--- src/rtl/adder_digit_serial_if.sv ---
// Handshake and operand/result bundle for the digit-serial adder.
// The master drives start and operands; the slave returns status and result.
interface adder_digit_serial_if #(
    parameter int W = 9
);
    logic         start;
    logic [W-1:0] x;
    logic [W-1:0] y;
    logic         op_sub;
    logic         carry_in;
    logic         busy;
    logic         done;
    logic [W-1:0] sum;
    logic         carry_out;
    logic         overflow;

    modport master (
        output start, x, y, op_sub, carry_in,
        input  busy, done, sum, carry_out, overflow
    );

    modport slave (
        input  start, x, y, op_sub, carry_in,
        output busy, done, sum, carry_out, overflow
    );
endinterface

--- src/rtl/adder_digit_serial.sv ---
// Digit-serial add/subtract: one D-bit ripple slice per clock, LSB digit first.
// Define ADDER_SAT_EN to clamp sum to the signed limit on overflow.
//
// state | meaning
// IDLE  | waiting for start
// RUN   | one digit per edge, busy=1
// DONE  | result valid, done=1 for one cycle; start here chains the next op
module adder_digit_serial #(
    parameter int W = 9,
    parameter int D = 3
) (
    input logic                 clk,
    input logic                 rst_b,
    adder_digit_serial_if.slave bus
);
    localparam int N  = W / D;
    localparam int CW = (N > 1) ? $clog2(N) : 1;
    localparam logic [CW-1:0] LAST = CW'(N - 1);

    generate
        if ((D < 1) || (D > W) || ((W % D) != 0)) begin : g_bad_cfg
            $error("adder_digit_serial: W must be a positive multiple of D with D <= W");
        end
    endgenerate

`ifdef ADDER_SAT_EN
    localparam logic [W-1:0] SAT_NEG = W'(1) << (W - 1);
    localparam logic [W-1:0] SAT_POS = ~SAT_NEG;
`endif

    typedef enum logic [1:0] {IDLE, RUN, DONE} state_t;

    state_t         state_q, state_d;
    logic [W-1:0]   a_q, a_d;
    logic [W-1:0]   b_q, b_d;
    logic           carry_q, carry_d;
    logic [W-1:0]   res_q, res_d;
    logic [CW-1:0]  cnt_q, cnt_d;
    logic           busy_q, busy_d;
    logic           done_q, done_d;
    logic [W-1:0]   sum_q, sum_d;
    logic           cout_q, cout_d;
    logic           ovf_q, ovf_d;

    logic [D-1:0]   slice_sum;
    logic           slice_cout;
    logic           slice_cmsb;
    logic [W-1:0]   res_next;
    logic [W-1:0]   sum_fin;
    logic           ovf_fin;

    // slice_cmsb is the carry into the slice's top bit; on the last digit that is bit W-1
    always_comb begin : p_slice
        logic c;
        c          = carry_q;
        slice_sum  = '0;
        slice_cmsb = 1'b0;
        for (int i = 0; i < D; i++) begin
            if (i == D - 1) slice_cmsb = c;
            slice_sum[i] = a_q[i] ^ b_q[i] ^ c;
            c            = (a_q[i] & b_q[i]) | (c & (a_q[i] ^ b_q[i]));
        end
        slice_cout = c;
    end

    always_comb begin
        res_next = W'({slice_sum, res_q} >> D);
        ovf_fin  = slice_cmsb ^ slice_cout;
`ifdef ADDER_SAT_EN
        if (ovf_fin) sum_fin = res_next[W-1] ? SAT_POS : SAT_NEG;
        else         sum_fin = res_next;
`else
        sum_fin = res_next;
`endif
    end

    always_comb begin
        state_d = state_q;
        a_d     = a_q;
        b_d     = b_q;
        carry_d = carry_q;
        res_d   = res_q;
        cnt_d   = cnt_q;
        busy_d  = 1'b0;
        done_d  = 1'b0;
        sum_d   = sum_q;
        cout_d  = cout_q;
        ovf_d   = ovf_q;
        case (state_q)
            IDLE, DONE: begin
                if (bus.start) begin
                    a_d     = bus.x;
                    b_d     = bus.op_sub ? ~bus.y : bus.y;
                    carry_d = bus.op_sub ? 1'b1 : bus.carry_in;
                    cnt_d   = '0;
                    state_d = RUN;
                    busy_d  = 1'b1;
                end else begin
                    state_d = IDLE;
                end
            end
            RUN: begin
                a_d     = a_q >> D;
                b_d     = b_q >> D;
                res_d   = res_next;
                carry_d = slice_cout;
                cnt_d   = cnt_q + CW'(1);
                if (cnt_q == LAST) begin
                    state_d = DONE;
                    done_d  = 1'b1;
                    sum_d   = sum_fin;
                    cout_d  = slice_cout;
                    ovf_d   = ovf_fin;
                end else begin
                    busy_d  = 1'b1;
                end
            end
            default: state_d = IDLE;
        endcase
    end

    always_ff @(posedge clk) begin
        if (!rst_b) begin
            state_q <= IDLE;
            a_q     <= '0;
            b_q     <= '0;
            carry_q <= 1'b0;
            res_q   <= '0;
            cnt_q   <= '0;
            busy_q  <= 1'b0;
            done_q  <= 1'b0;
            sum_q   <= '0;
            cout_q  <= 1'b0;
            ovf_q   <= 1'b0;
        end else begin
            state_q <= state_d;
            a_q     <= a_d;
            b_q     <= b_d;
            carry_q <= carry_d;
            res_q   <= res_d;
            cnt_q   <= cnt_d;
            busy_q  <= busy_d;
            done_q  <= done_d;
            sum_q   <= sum_d;
            cout_q  <= cout_d;
            ovf_q   <= ovf_d;
        end
    end

    assign bus.busy      = busy_q;
    assign bus.done      = done_q;
    assign bus.sum       = sum_q;
    assign bus.carry_out = cout_q;
    assign bus.overflow  = ovf_q;
endmodule

--- src/flat_wrapper.sv ---
// flat-port wrapper written by rule: the top's interface ports become plain ports
module adder_digit_serial_flat 
#(
    parameter int W = 9,
    parameter int D = 3
)
  (clk, rst_b, bus_start, bus_x, bus_y, bus_op_sub, bus_carry_in, bus_busy, bus_done, bus_sum, bus_carry_out, bus_overflow);
  adder_digit_serial_if #(.W(W)) bus_i ();
  input logic clk;
  input logic rst_b;
  input wire logic [$bits(bus_i.start)-1:0] bus_start;
  input wire logic [$bits(bus_i.x)-1:0] bus_x;
  input wire logic [$bits(bus_i.y)-1:0] bus_y;
  input wire logic [$bits(bus_i.op_sub)-1:0] bus_op_sub;
  input wire logic [$bits(bus_i.carry_in)-1:0] bus_carry_in;
  output wire logic [$bits(bus_i.busy)-1:0] bus_busy;
  output wire logic [$bits(bus_i.done)-1:0] bus_done;
  output wire logic [$bits(bus_i.sum)-1:0] bus_sum;
  output wire logic [$bits(bus_i.carry_out)-1:0] bus_carry_out;
  output wire logic [$bits(bus_i.overflow)-1:0] bus_overflow;
  assign bus_i.start = bus_start;
  assign bus_i.x = bus_x;
  assign bus_i.y = bus_y;
  assign bus_i.op_sub = bus_op_sub;
  assign bus_i.carry_in = bus_carry_in;
  assign bus_busy = bus_i.busy;
  assign bus_done = bus_i.done;
  assign bus_sum = bus_i.sum;
  assign bus_carry_out = bus_i.carry_out;
  assign bus_overflow = bus_i.overflow;
  adder_digit_serial #(.W(W), .D(D)) u_core (.clk(clk), .rst_b(rst_b), .bus(bus_i));
endmodule
--- config.mk ---
export PLATFORM = sky130hd
export DESIGN_NAME = adder_digit_serial_flat
export DESIGN_NICKNAME = d
export VERILOG_FILES = /design/src/rtl/adder_digit_serial_if.sv /design/src/rtl/adder_digit_serial.sv /design/src/flat_wrapper.sv
export SDC_FILE = /design/constraint.sdc
export NUM_CORES = 1
export LEC_CHECK = 0
export ABC_CLOCK_PERIOD_IN_PS = 2900
export BUFFER_PORTS_ARGS = -buffer_cell sky130_fd_sc_hd__clkbuf_2
export CAP_MARGIN = 20
export CORE_MARGIN = 2
export CORE_UTILIZATION = 58
export CTS_CLUSTER_DIAMETER = 60
export DETAILED_ROUTE_END_ITERATION = 16
export PLACE_DENSITY_LB_ADDON = 0.1
export SLEW_MARGIN = 40
export SYNTH_ARGS = -nofsm -noshare
export SYNTH_HDL_FRONTEND = slang
export SYNTH_SLANG_ARGS = --single-unit
export TNS_END_PERCENT = 100
--- constraint.sdc ---
create_clock -name clk -period 2.9 [get_ports clk]
set_input_delay 0.435 -clock clk [delete_from_list [all_inputs] [get_ports clk]]
set_output_delay 0.435 -clock clk [all_outputs]
set_load 0.02 [all_outputs]
# Word-level counts from Yosys, hierarchy flattened

Cells that the tools add are included.

Add/sub/neg operators: 1
$mul: 0
Div/mod/pow operators: 0
Magnitude comparators: 0
Equality and inequality tests: 5
Shifts and indexed selects: 0
Multiplexer cells: 17
Bitwise operators: 17
Reduce and logical (&&, ||, !) cells: 6

Operators with widths:

| cell                                                             | number |
|---|---|
| 9-bit one-hot mux with 2 select lines                            | 2 |
| 9-bit two-way mux                                                | 3 |
| 9-bit NOT                                                        | 1 |
| 2-bit one-hot mux with 2 select lines                            | 2 |
| 1-bit XOR                                                        | 7 |
| 1-bit AND                                                        | 6 |
| 1-bit two-way mux                                                | 6 |
| 2-bit AND reduction                                              | 3 |
| 2-bit == test (second input constant)                            | 2 |
| 2-bit two-way mux                                                | 2 |
| 1-bit one-hot mux with 2 select lines                            | 2 |
| 1-bit OR                                                         | 3 |
| 2-bit by 1-bit adder with 2-bit output (second input constant)   | 1 |
| 2-bit by 1-bit == test with 1-bit output (second input constant) | 1 |
| 2-bit zero test                                                  | 1 |
| 2-bit by 1-bit != test with 1-bit output (second input constant) | 1 |
| 2-bit != test (second input constant)                            | 1 |
| 2-bit nonzero test                                               | 1 |
| 2-bit OR reduction                                               | 1 |

Flip-flop bits (word level): 45
Latch bits: 0
Bits in writable memories: 0
ROM bits: 0
Bits of input ports: 23
Output and inout port bits: 13
Word-level logic and storage cells: 57
Memories: 0

# Depth between registers and ports, before layout

Gate-level depths: netlist of the first run.

Depth in word-level cells: 8
Depth in mapped cells: 9
Depth with buffers taken out: 9

# Worst setup path before layout of the first run

No wires, ideal clock.

Kind: register to register
Start point: register u_core.carry_q
End point: register u_core.ovf_q (netlist: u_core.bus.overflow)
Library setup time: 0.076 ns
Data arrival time: 1.793 ns
Required time: 2.824 ns
Path slack: 1.032 ns
Stages on the path, launching flop included: 10
Path buffers: 0
Clock period less this slack: 1.868 ns
Cells stage by stage: dfxtp_1 -> inv_1 -> fa_1 -> inv_1 -> fa_1 -> inv_1 -> fa_1 -> xnor2_1 -> nand2_1 -> a21boi_0

Longest elaborated chain between the ends: 7

RTL lines:

| element                | line                      | RTL |
|---|---|---|
| start, declared        | adder_digit_serial.sv:36  | `logic carry_q, carry_d;` |
| start signal, assigned | adder_digit_serial.sv:139 | `carry_q <= carry_d;` |
| 1-bit AND *            | adder_digit_serial.sv:61  | `c = (a_q[i] & b_q[i]) \| (c & (a_q[i] ^ b_q[i]));` |
| 1-bit OR *             | adder_digit_serial.sv:61  |  |
| 1-bit AND *            | adder_digit_serial.sv:61  |  |
| 1-bit OR *             | adder_digit_serial.sv:61  |  |
| 1-bit AND              | adder_digit_serial.sv:61  |  |
| 1-bit OR               | adder_digit_serial.sv:61  |  |
| 1-bit XOR *            | adder_digit_serial.sv:68  | `ovf_fin = slice_cmsb ^ slice_cout;` |
| end signal, assigned   | adder_digit_serial.sv:146 | `ovf_q <= ovf_d;` |
| end, declared          | adder_digit_serial.sv:43  | `logic ovf_q, ovf_d;` |

Mark *: on every way between the ends. The rest lies on a longest branch, timed or not.
A chain may end at the register's enable or synchronous reset.

# Final worst setup path of the first run

Ends and elaborated chain as after synthesis.

==> impl_metrics.py, run 1 <==
metrics = {
    "synthesis": {
        "synth_edf_count": 0,
        "ys_warn_count": 0,
        "yosys-top-cells-area": "dfxtp_1, a21boi_0, nand2_1",
        "seq_area_frac_synth": 0.4547,
        "async_flop_share": 0,
        "synth_top_cell_by_area": "dfxtp_1",
        "synth.most_common_cell": "dfxtp_1",
        "synth_top_flop_cell": "dfxtp_1",
        "syn_area_um2": 1849,
        "netlist_top_cells_count": "dfxtp_1, nand2_1, a21boi_0, nand3_1, a22oi_1",
        "avgSynthCellArea_um2": 9.200,
        "synth.distinct_cells": 28,
        "synth_seq_cells": 42,
        "syn_inst": 201,
        "syn-num-nets": 228,
        "yosysTopAreaCellShare": 0.4547,
    },
    "pwr": {
        "p_per_area_nw_per_um2": 512.8,
        "ir_drop_mv": 0.3403,
        "p_leak_nw": 0.8694,
        "power_mw": 1.050,
    },
    "cts": {
        "cts_buffer_depth": 2,
        "root_buffer": "clkbuf_4",
        "cts_tree": "done",
        "path_clk_slew_ns": 0.11,
        "hold_buffers": 0,
        "clkLatencyLatePin_ns": 0.33,
        "cts.sinks": 42,
        "cts_max_level": 2,
        "cts_buffers": 5,
        "post-cts-setup-buffers": 0,
        "post_cts_resized": 0,
    },
    "sta": {
        "maxSlewViolCount": 0,
        "rsz0062_at_grt": "no",
        "hold_viol": 0,
        "max_freq_ghz": 0.4974,
        "post-route-min-period_ns": 2.010,
        "setup_viol": 0,
        "layout_setup_ws_ns": 0.8897,
        "whs_ns": 0.3302,
        "tightest_slew_ns": 0.7926,
        "max_slew_margin": 0.4716,
        "final.setup.tns_ns": 0,
        "fin_crit_sh": 0.6932,
        "clock_skew_ns": 0.007492,
    },
    "global_route": {
        "grtUsageMet2": 0.4006,
        "busiest_layer": "met2",
        "antenna_found_initial": 0,
        "use_met1": 0.2286,
        "overflow": 0,
        "grt_max_degree": 43,
        "grtUsageTotal": 0.2130,
        "gr-usage-met3": 0.05970,
        "grt_first_pass_wirelength_mm": 5.713,
        "grt_pass1_vias": 1329,
    },
    "critical_path": {
        "cp-end-kind": "flip-flop",
        "cp_max_fo": 3,
        "startpoint_type": "flip-flop",
        "rr_endpoint": "u_core.bus.overflow",
        "cp_cell_sequence": "inv_1, fa_1, inv_1, fa_1, inv_1, fa_1, xnor2_1, nand2_1, a21boi_0",
        "rrSetupSlack_ns": 0.89,
        "critPathKind": "flip-flop to flip-flop",
        "cp_slowest_cell": "fa_1",
        "cpPeakStageDelay_ns": 0.41,
        "crit_required_ns": 3.17,
        "arrival_ns": 2.28,
        "rr_worst_depth": 9,
        "r2r-start": "u_core.carry_q",
        "cp-startpoint": "u_core.carry_q",
    },
    "cells_and_area": {
        "area_growth_pct": 10.69,
        "drive_above_1_share": 0.1921,
        "final_cells": 273,
        "final_area_um2": 2047,
        "finish.utilization": 0.6705,
        "fillers": 277,
        "fin_nets": 255,
        "diodes": 0,
    },
    "routing": {
        "drc": 0,
        "ant_nets": 0,
        "viasPerCell": 5.260,
        "via_count": 1436,
        "routedWlPerCell_um": 12.50,
        "drt-pass1-iter-count": 4,
        "drtIter0Drc": 70,
        "finalWirelength_mm": 3.412,
    },
    "die": {
        "start_util": 0.6057,
        "fp.dieArea_um2": 3656,
        "rows": 20,
        "io_pins": 36,
        "die_w_um": 60.47,
        "coreArea_um2": 3053,
        "die_h_um": 60.47,
    },
    "hold_path": {
        "hold_path_class": "input pin to flip-flop",
        "holdPathEnd": "u_core.a_q[6]",
        "hold_depth": 3,
        "min_from": "bus_x[6]",
    },
    "place": {
        "dp_hpwl_mm": 2.293,
        "pre_cts_ws_ns": 0.9038,
        "gp_congestion": 0.8342,
        "numPortBuffers": 35,
        "placed_area_um2": 1987,
        "place_inst": 265,
    },
    "run": {
        "max_cap_viol_count": 0,
    },
    "run_status": {
        "status": "completed",
    },
}
-- cell usage in the layout (no fill, tap or decap), types with 2 or more instances in the layout --
cell type,n
a21boi_0,28
a21boi_1,2
a22oi_1,12
and2_1,4
clkbuf_2,35
clkbuf_4,5
dfxtp_1,42
fa_1,3
inv_1,8
nand2_1,35
nand3_1,18
nor2_1,3
nor3_1,2
o211a_1,5
o21a_1,3
xor2_1,9
-- worst max path at each step --
stage	end	depth (start not counted)
3_5_place_dp	u_core.bus.overflow	9
2_1_floorplan	u_core.bus.overflow	9
3_3_place_gp	u_core.bus.overflow	9
4_1_cts	u_core.bus.overflow	9
5_1_grt	u_core.bus.overflow	9
6_report	u_core.bus.overflow	9
-- cells by family (layout without fill, tap and decap cells) --
kind of cell / after synthesis / in the layout / synth area share
AOI/OAI and AO/OA: 52 / 52 / 0.2158
adders and majority gates: 4 / 4 / 0.03924
and+or+nand+nor: 69 / 69 / 0.1712
xor gates and xnor gates: 10 / 10 / 0.04736
buffers and inverters: 24 / 52 / 0.07171
DFF: 42 / 42 / 0.4547
-- sequential cells by signal, indices dropped and copies added (netlist names) --
signal / cells
u_core.res_q: 6
u_core.carry_q: 1
u_core.a_q: 9
u_core.bus.carry_out: 1
u_core.state_q: 2
u_core.b_q: 9
u_core.cnt_q: 2
u_core.bus.done: 1
u_core.bus.overflow: 1
u_core.bus.sum: 9
u_core.bus.busy: 1
-- report_power, final --
group          switching (mW)  internal, mW
Combinational          0.0809        0.0576
Clock                   0.170         0.118
Sequential             0.0171         0.606
-- cell type report --
cell class | count | area [µm²] | area share
clock buffers | 7 | 55.05 | 0.02689
inverters | 8 | 30.03 | 0.01467
repair buffers | 36 | 182.7 | 0.08924
flip-flops and latches | 42 | 840.8 | 0.4108
multi-input cells | 135 | 878.3 | 0.4291
well taps | 44 | 55.05 | 0.02689
clock inverters | 1 | 5.005 | 0.002445
-- worst max-delay path: cells and delay by family (launching register included) --
family,cells,cell delay [ns]
flops,1,0.33
buf+inv,3,0.19
xor+xnor,1,0.17
simple gates,1,0.06
compound gates,1,0.17
fa+ha+maj,3,1.02
-- layer usage --
| metal | vias to the layer above | share of wire |
|---|---|---|
| met4 | 0 | 0.011 |
| met5 | - | 0 |
| met2 | 39 | 0.52 |
| li1 | 733 | - |
| met1 | 660 | 0.42 |
| met3 | 4 | 0.047 |
No activity file was read; power rests on OpenSTA's default activity.
==> run 2, diff against run 1 <==
--- a/config.mk
+++ b/config.mk
@@ -5,11 +5,11 @@
 export SDC_FILE = /design/constraint.sdc
 export NUM_CORES = 1
 export LEC_CHECK = 0
-export ABC_CLOCK_PERIOD_IN_PS = 2900
+export ABC_CLOCK_PERIOD_IN_PS = 2050
 export BUFFER_PORTS_ARGS = -buffer_cell sky130_fd_sc_hd__clkbuf_2
 export CAP_MARGIN = 20
 export CORE_MARGIN = 2
-export CORE_UTILIZATION = 58
+export CORE_UTILIZATION = 54
 export CTS_CLUSTER_DIAMETER = 60
 export DETAILED_ROUTE_END_ITERATION = 16
 export PLACE_DENSITY_LB_ADDON = 0.1
==> constraint.sdc (replaced) <==
create_clock -name clk -period 2.05 [get_ports clk]
set_input_delay 0.3075 -clock clk [delete_from_list [all_inputs] [get_ports clk]]
set_output_delay 0.3075 -clock clk [all_outputs]
set_load 0.02 [all_outputs]
==> run 2 against run 1 <==
  * Combinational power grew 47%
  * Sequential cell count is the same
  * Core utilization shrank 4.2 points
  * Die area grew 6.9%
  * Largest cell class unchanged
  * Via count grew 2.2%
  * Critical endpoint is now u_core.bus.sum[8]
  * Clock-buffer cell count is the same
  * Setup slack lost 0.77 ns
  * Critical path type unchanged
  * First-iteration DRC count shrank 5.7%
  * Cell area grew 1.7%
  * Sequential power grew 41%
  * Non-clock buffer count grew 4
  * Register-to-register slack lost 0.77 ns
==> impl_metrics.py, run 2 (synthesis results as in run 1) <==
metrics = {
    "sta": {
        "maxSlewViolCount": 0,
        "tightest_slew_ns": 0.6612,
        "layout_setup_ws_ns": 0.1208,
        "post-route-min-period_ns": 1.929,
        "max_freq_ghz": 0.5184,
        "whs_ns": 0.1903,
        "max_slew_margin": 0.5592,
        "clock_skew_ns": 0.006379,
        "final.setup.tns_ns": 0,
        "fin_crit_sh": 0.9411,
        "setup_viol": 0,
        "hold_viol": 0,
    },
    "cells_and_area": {
        "layout_common_cells": "dfxtp_1, nand2_1, clkbuf_2",
        "drive_above_1_share": 0.2103,
        "final_cells": 279,
        "area_growth_pct": 12.58,
        "finish.utilization": 0.6289,
        "layout_commonest_cell": "dfxtp_1",
        "diodes": 0,
        "fin_nets": 259,
        "final_area_um2": 2082,
    },
    "routing": {
        "routedWlPerCell_um": 12.24,
        "via_count": 1467,
        "ant_nets": 0,
        "drc": 0,
        "finalWirelength_mm": 3.415,
        "drt-pass1-iter-count": 4,
        "drtIter0Drc": 66,
        "viasPerCell": 5.258,
    },
    "place": {
        "gp_congestion": 0.7534,
        "pre_cts_ws_ns": 0.02579,
        "numPortBuffers": 35,
        "dp_hpwl_mm": 2.395,
        "place_inst": 270,
        "placed_area_um2": 2009,
    },
    "cts": {
        "path_clk_slew_ns": 0.11,
        "cts_max_level": 2,
        "cts_buffers": 5,
        "root_buffer": "clkbuf_4",
        "cts_buffer_depth": 2,
        "clkLatencyLatePin_ns": 0.34,
        "cts_tree": "done",
        "hold_buffers": 0,
        "cts.sinks": 42,
    },
    "critical_path": {
        "rr_worst_depth": 8,
        "cp_slowest_cell": "fa_2",
        "rr_endpoint": "u_core.bus.sum[8]",
        "crit_family": "adder cells",
        "worst-path-stages": 8,
        "crit_end": "u_core.bus.sum[8]",
        "r2r-start": "u_core.carry_q",
        "cp_cell_sequence": "inv_1, fa_1, inv_1, fa_2, inv_1, fa_2, nand2_1, o211a_1",
        "rrSetupSlack_ns": 0.12,
        "crit_top_cell": "inv_1",
        "arrival_ns": 2.18,
        "cp-startpoint": "u_core.carry_q",
        "critPathKind": "flip-flop to flip-flop",
        "cp_max_fo": 2,
        "startpoint_type": "flip-flop",
        "critPathBufInv": 3,
        "cpPeakStageDelay_ns": 0.52,
        "cp-end-kind": "flip-flop",
        "crit_required_ns": 2.30,
    },
    "run_status": {
        "status": "completed",
    },
    "hold_path": {
        "hold_path_class": "input pin to flip-flop",
    },
    "die": {
        "die_h_um": 62.52,
        "fp.dieArea_um2": 3909,
        "coreArea_um2": 3311,
        "die_w_um": 62.52,
        "io_pins": 36,
        "start_util": 0.5586,
        "rows": 21,
    },
    "global_route": {
        "grt_max_degree": 43,
        "grt_pass1_vias": 1361,
        "antenna_found_initial": 0,
        "grt_first_pass_wirelength_mm": 6.009,
        "grtUsageTotal": 0.1935,
        "overflow": 0,
    },
    "pwr": {
        "p_leak_nw": 0.8882,
        "p_per_area_nw_per_um2": 720.1,
        "power_mw": 1.499,
        "ir_drop_mv": 0.5118,
    },
    "run": {
        "max_cap_viol_count": 0,
    },
}
-- run 2: changes by cell type in the layout (fill, tap and decap cells not counted) --
cell      change
fa_2          +2
fa_1          -2
buf_4         +4
a21boi_0      -1
nand2b_2      -1
nand2b_1      +1
a21boi_1      +1
-- run 2: how the worst min path moves through the flow --
stage	from	to	slack, ns	cells past startpoint
after floorplan	u_core.res_q[3]	u_core.bus.sum[0]	0.44	2
after global placement	u_core.bus.sum[5]	u_core.bus.sum[5]	0.45	2
after detailed placement	u_core.bus.sum[4]	u_core.bus.sum[4]	0.45	2
after CTS	bus_x[6]	u_core.a_q[6]	0.18	3
after global routing	bus_x[8]	u_core.a_q[8]	0.18	3
final	bus_x[6]	u_core.a_q[6]	0.19	3
-- run 2: timing repair --
action,CTS,global route
resized for setup,1,2
setup buffers,0,1
pin swaps,0,2
endpoints found under the setup margin,1,2
-- run 2: worst min-delay path, stage by stage --
cell      delay [ns]
clkbuf_2        0.08
nand2_1         0.04
a21boi_0        0.06
-- run 2: power breakdown --
| part | internal [mW] | switching (mW) | leakage, nW |
|---|---|---|---|
| registers | 0.857 | 0.0237 | 0.343 |
| clock network | 0.166 | 0.247 | 0.0353 |
| logic | 0.0890 | 0.116 | 0.510 |
-- run 2: layout make-up --
type / count / area (µm²)
Fill cell: 320 / 1229
Timing Repair Buffer: 40 / 212.7
Sequential cell: 42 / 840.8
Clock buffer: 7 / 55.05
Multi-Input combinational cell: 135 / 880.8
Inverter: 8 / 30.03
Tap cell: 46 / 57.56
Clock inverter: 1 / 5.005
-- run 2: layer usage --
metal	vias to the layer above	wire length, µm	part of all wire	track usage
met4	0	53	0.016	0.06667
met1	678	1456	0.43	0.2373
li1	741	-	-	-
met2	43	1706	0.50	0.3266
met5	-	0	0	0
met3	5	199	0.058	0.05405
==> run 3, diff against run 2 <==
--- a/config.mk
+++ b/config.mk
@@ -9,7 +9,8 @@
 export BUFFER_PORTS_ARGS = -buffer_cell sky130_fd_sc_hd__clkbuf_2
 export CAP_MARGIN = 20
 export CORE_MARGIN = 2
-export CORE_UTILIZATION = 54
+export CORE_UTILIZATION = 56
+export CTS_BUF_LIST = sky130_fd_sc_hd__clkbuf_2 sky130_fd_sc_hd__clkbuf_4 sky130_fd_sc_hd__clkbuf_8
 export CTS_CLUSTER_DIAMETER = 60
 export DETAILED_ROUTE_END_ITERATION = 16
 export PLACE_DENSITY_LB_ADDON = 0.1
==> run 3 against run 2 <==
  * Clock-buffer cell count unchanged
  * Wire length increased by 0.61%
  * Combinational power grew 3%
  * First-iteration DRC count decreased by 27%
  * Setup slack improved by 0.020 ns
  * Critical path depth stayed put
  * Cell count shrank 0.72%
  * Clock skew is 0.0038 ns higher
  * Total power up 8.8%
  * Die area is 3.3% lower
  * Highest routed layer unchanged
==> impl_metrics.py, run 3 (synthesis results as in run 1) <==
metrics = {
    "run_status": {
        "status": "completed",
    },
    "cts": {
        "cts_max_level": 2,
        "clkLatencyLatePin_ns": 0.35,
        "path_clk_slew_ns": 0.12,
        "cts_buffers": 5,
        "root_buffer": "clkbuf_4",
        "cts.sinks": 42,
        "cts_tree": "done",
        "hold_buffers": 0,
        "cts_buffer_depth": 2,
    },
    "place": {
        "dp_hpwl_mm": 2.440,
        "numPortBuffers": 35,
        "gp_congestion": 0.7989,
    },
    "critical_path": {
        "cp_max_fo": 2,
        "arrival_ns": 2.17,
        "r2r-start": "u_core.carry_q",
        "cp-end-kind": "flip-flop",
        "cp-startpoint": "u_core.carry_q",
        "rrSetupSlack_ns": 0.14,
        "crit_required_ns": 2.31,
        "rr_endpoint": "u_core.bus.sum[8]",
        "rr_worst_depth": 8,
        "crit_end": "u_core.bus.sum[8]",
        "critPathKind": "flip-flop to flip-flop",
        "startpoint_type": "flip-flop",
    },
    "global_route": {
        "grt_first_pass_wirelength_mm": 5.858,
        "grt_max_degree": 43,
        "grt_pass1_vias": 1347,
        "grtUsageTotal": 0.2141,
        "antenna_found_initial": 0,
        "overflow": 0,
    },
    "routing": {
        "viasPerCell": 5.245,
        "drt-pass1-iter-count": 4,
        "via_count": 1453,
        "drc": 0,
        "drtIter0Drc": 48,
        "finalWirelength_mm": 3.436,
        "routedWlPerCell_um": 12.40,
        "ant_nets": 0,
    },
    "run": {
        "max_cap_viol_count": 0,
    },
    "pwr": {
        "power_mw": 1.632,
        "ir_drop_mv": 0.4960,
        "p_leak_nw": 0.8962,
        "p_per_area_nw_per_um2": 775.0,
    },
    "die": {
        "coreArea_um2": 3103,
        "die_w_um": 61.47,
        "die_h_um": 61.47,
        "fp.dieArea_um2": 3778,
        "rows": 20,
        "start_util": 0.5960,
        "io_pins": 36,
    },
    "hold_path": {
        "hold_path_class": "input pin to flip-flop",
    },
    "sta": {
        "hold_viol": 0,
        "setup_viol": 0,
        "rsz0062_at_grt": "no",
        "max_freq_ghz": 0.5237,
        "max_slew_margin": 0.5629,
        "final.setup.tns_ns": 0,
        "fin_crit_sh": 0.9314,
        "tightest_slew_ns": 0.6556,
        "post-route-min-period_ns": 1.909,
        "maxSlewViolCount": 0,
        "clock_skew_ns": 0.01018,
    },
    "cells_and_area": {
        "layout_common_cells": "dfxtp_1, nand2_1, clkbuf_2",
        "diodes": 0,
        "fin_nets": 259,
        "drive_above_1_share": 0.2275,
        "layout_commonest_cell": "dfxtp_1",
        "area_growth_pct": 13.87,
    },
}
run 3: worst min-delay path by stage:
stage / depth (start not counted) / end / from / slack (ns)
6_report: 3 / u_core.a_q[7] / bus_x[7] / 0.18
5_1_grt: 3 / u_core.a_q[6] / bus_x[6] / 0.18
4_1_cts: 3 / u_core.a_q[8] / bus_x[8] / 0.17
3_5_place_dp: 2 / u_core.bus.sum[4] / u_core.bus.sum[4] / 0.45
3_3_place_gp: 2 / u_core.bus.sum[5] / u_core.bus.sum[5] / 0.44
2_1_floorplan: 2 / u_core.bus.sum[0] / u_core.res_q[3] / 0.44
run 3: final cells by class:
cell class	instances	area, µm²
Timing Repair Buffer	40	212.7
Tap cell	44	55.05
Sequential cell	42	842.1
Clock buffer	7	52.55
Inverter	8	30.03
Fill cell	289	997.2
Clock inverter	1	30.03
Multi-Input combinational cell	135	883.3
run 3: per-layer routing:
metal,up-vias,part of all wire,track usage
met5,-,0,0
met4,0,0.020,0.08815
met3,7,0.046,0.06303
met2,33,0.50,0.3769
met1,672,0.43,0.2418
li1,741,-,-
run 3: metrics by stage:
| step | hold slack, ns | cells | instance area, µm² | worst slack, ns | utilization |
|---|---|---|---|---|---|
| final | 0.1812 | 277 | 2106 | 0.1407 | 0.6786 |
| after global routing | 0.1839 | 277 | 2106 | 0.04621 | 0.6786 |
| after CTS | 0.1685 | 277 | 2097 | 0.01252 | 0.6758 |
| after detailed placement | 0.4465 | 269 | 2014 | 0.03698 | 0.6492 |
| after global placement | 0.4428 | 269 | 2014 | 0.1020 | 0.6492 |
| after floorplan | 0.4412 | 201 | 1849 | 0.1819 | - |
run 3: what timing repair did:
| item | in CTS | in global routing |
|---|---|---|
| setup buffers | 0 | 0 |
| gates resized for setup | 0 | 5 |
| setup endpoints to repair | 0 | 2 |
run 3: critical path, stage by stage, from the launching register on:
cell and delay [ns]:
dfxtp_1 0.32, inv_1 0.06, fa_2 0.38, inv_2 0.07, fa_2 0.21, inv_1 0.06, fa_2 0.52, nand2_1 0.06
o211a_1 0.14
run 3: where the power goes:
| group | switching, mW | internal [mW] | leakage, nW |
|---|---|---|---|
| Combinational | 0.118 | 0.0924 | 0.507 |
| Clock | 0.254 | 0.285 | 0.0463 |
| Sequential | 0.0243 | 0.858 | 0.343 |
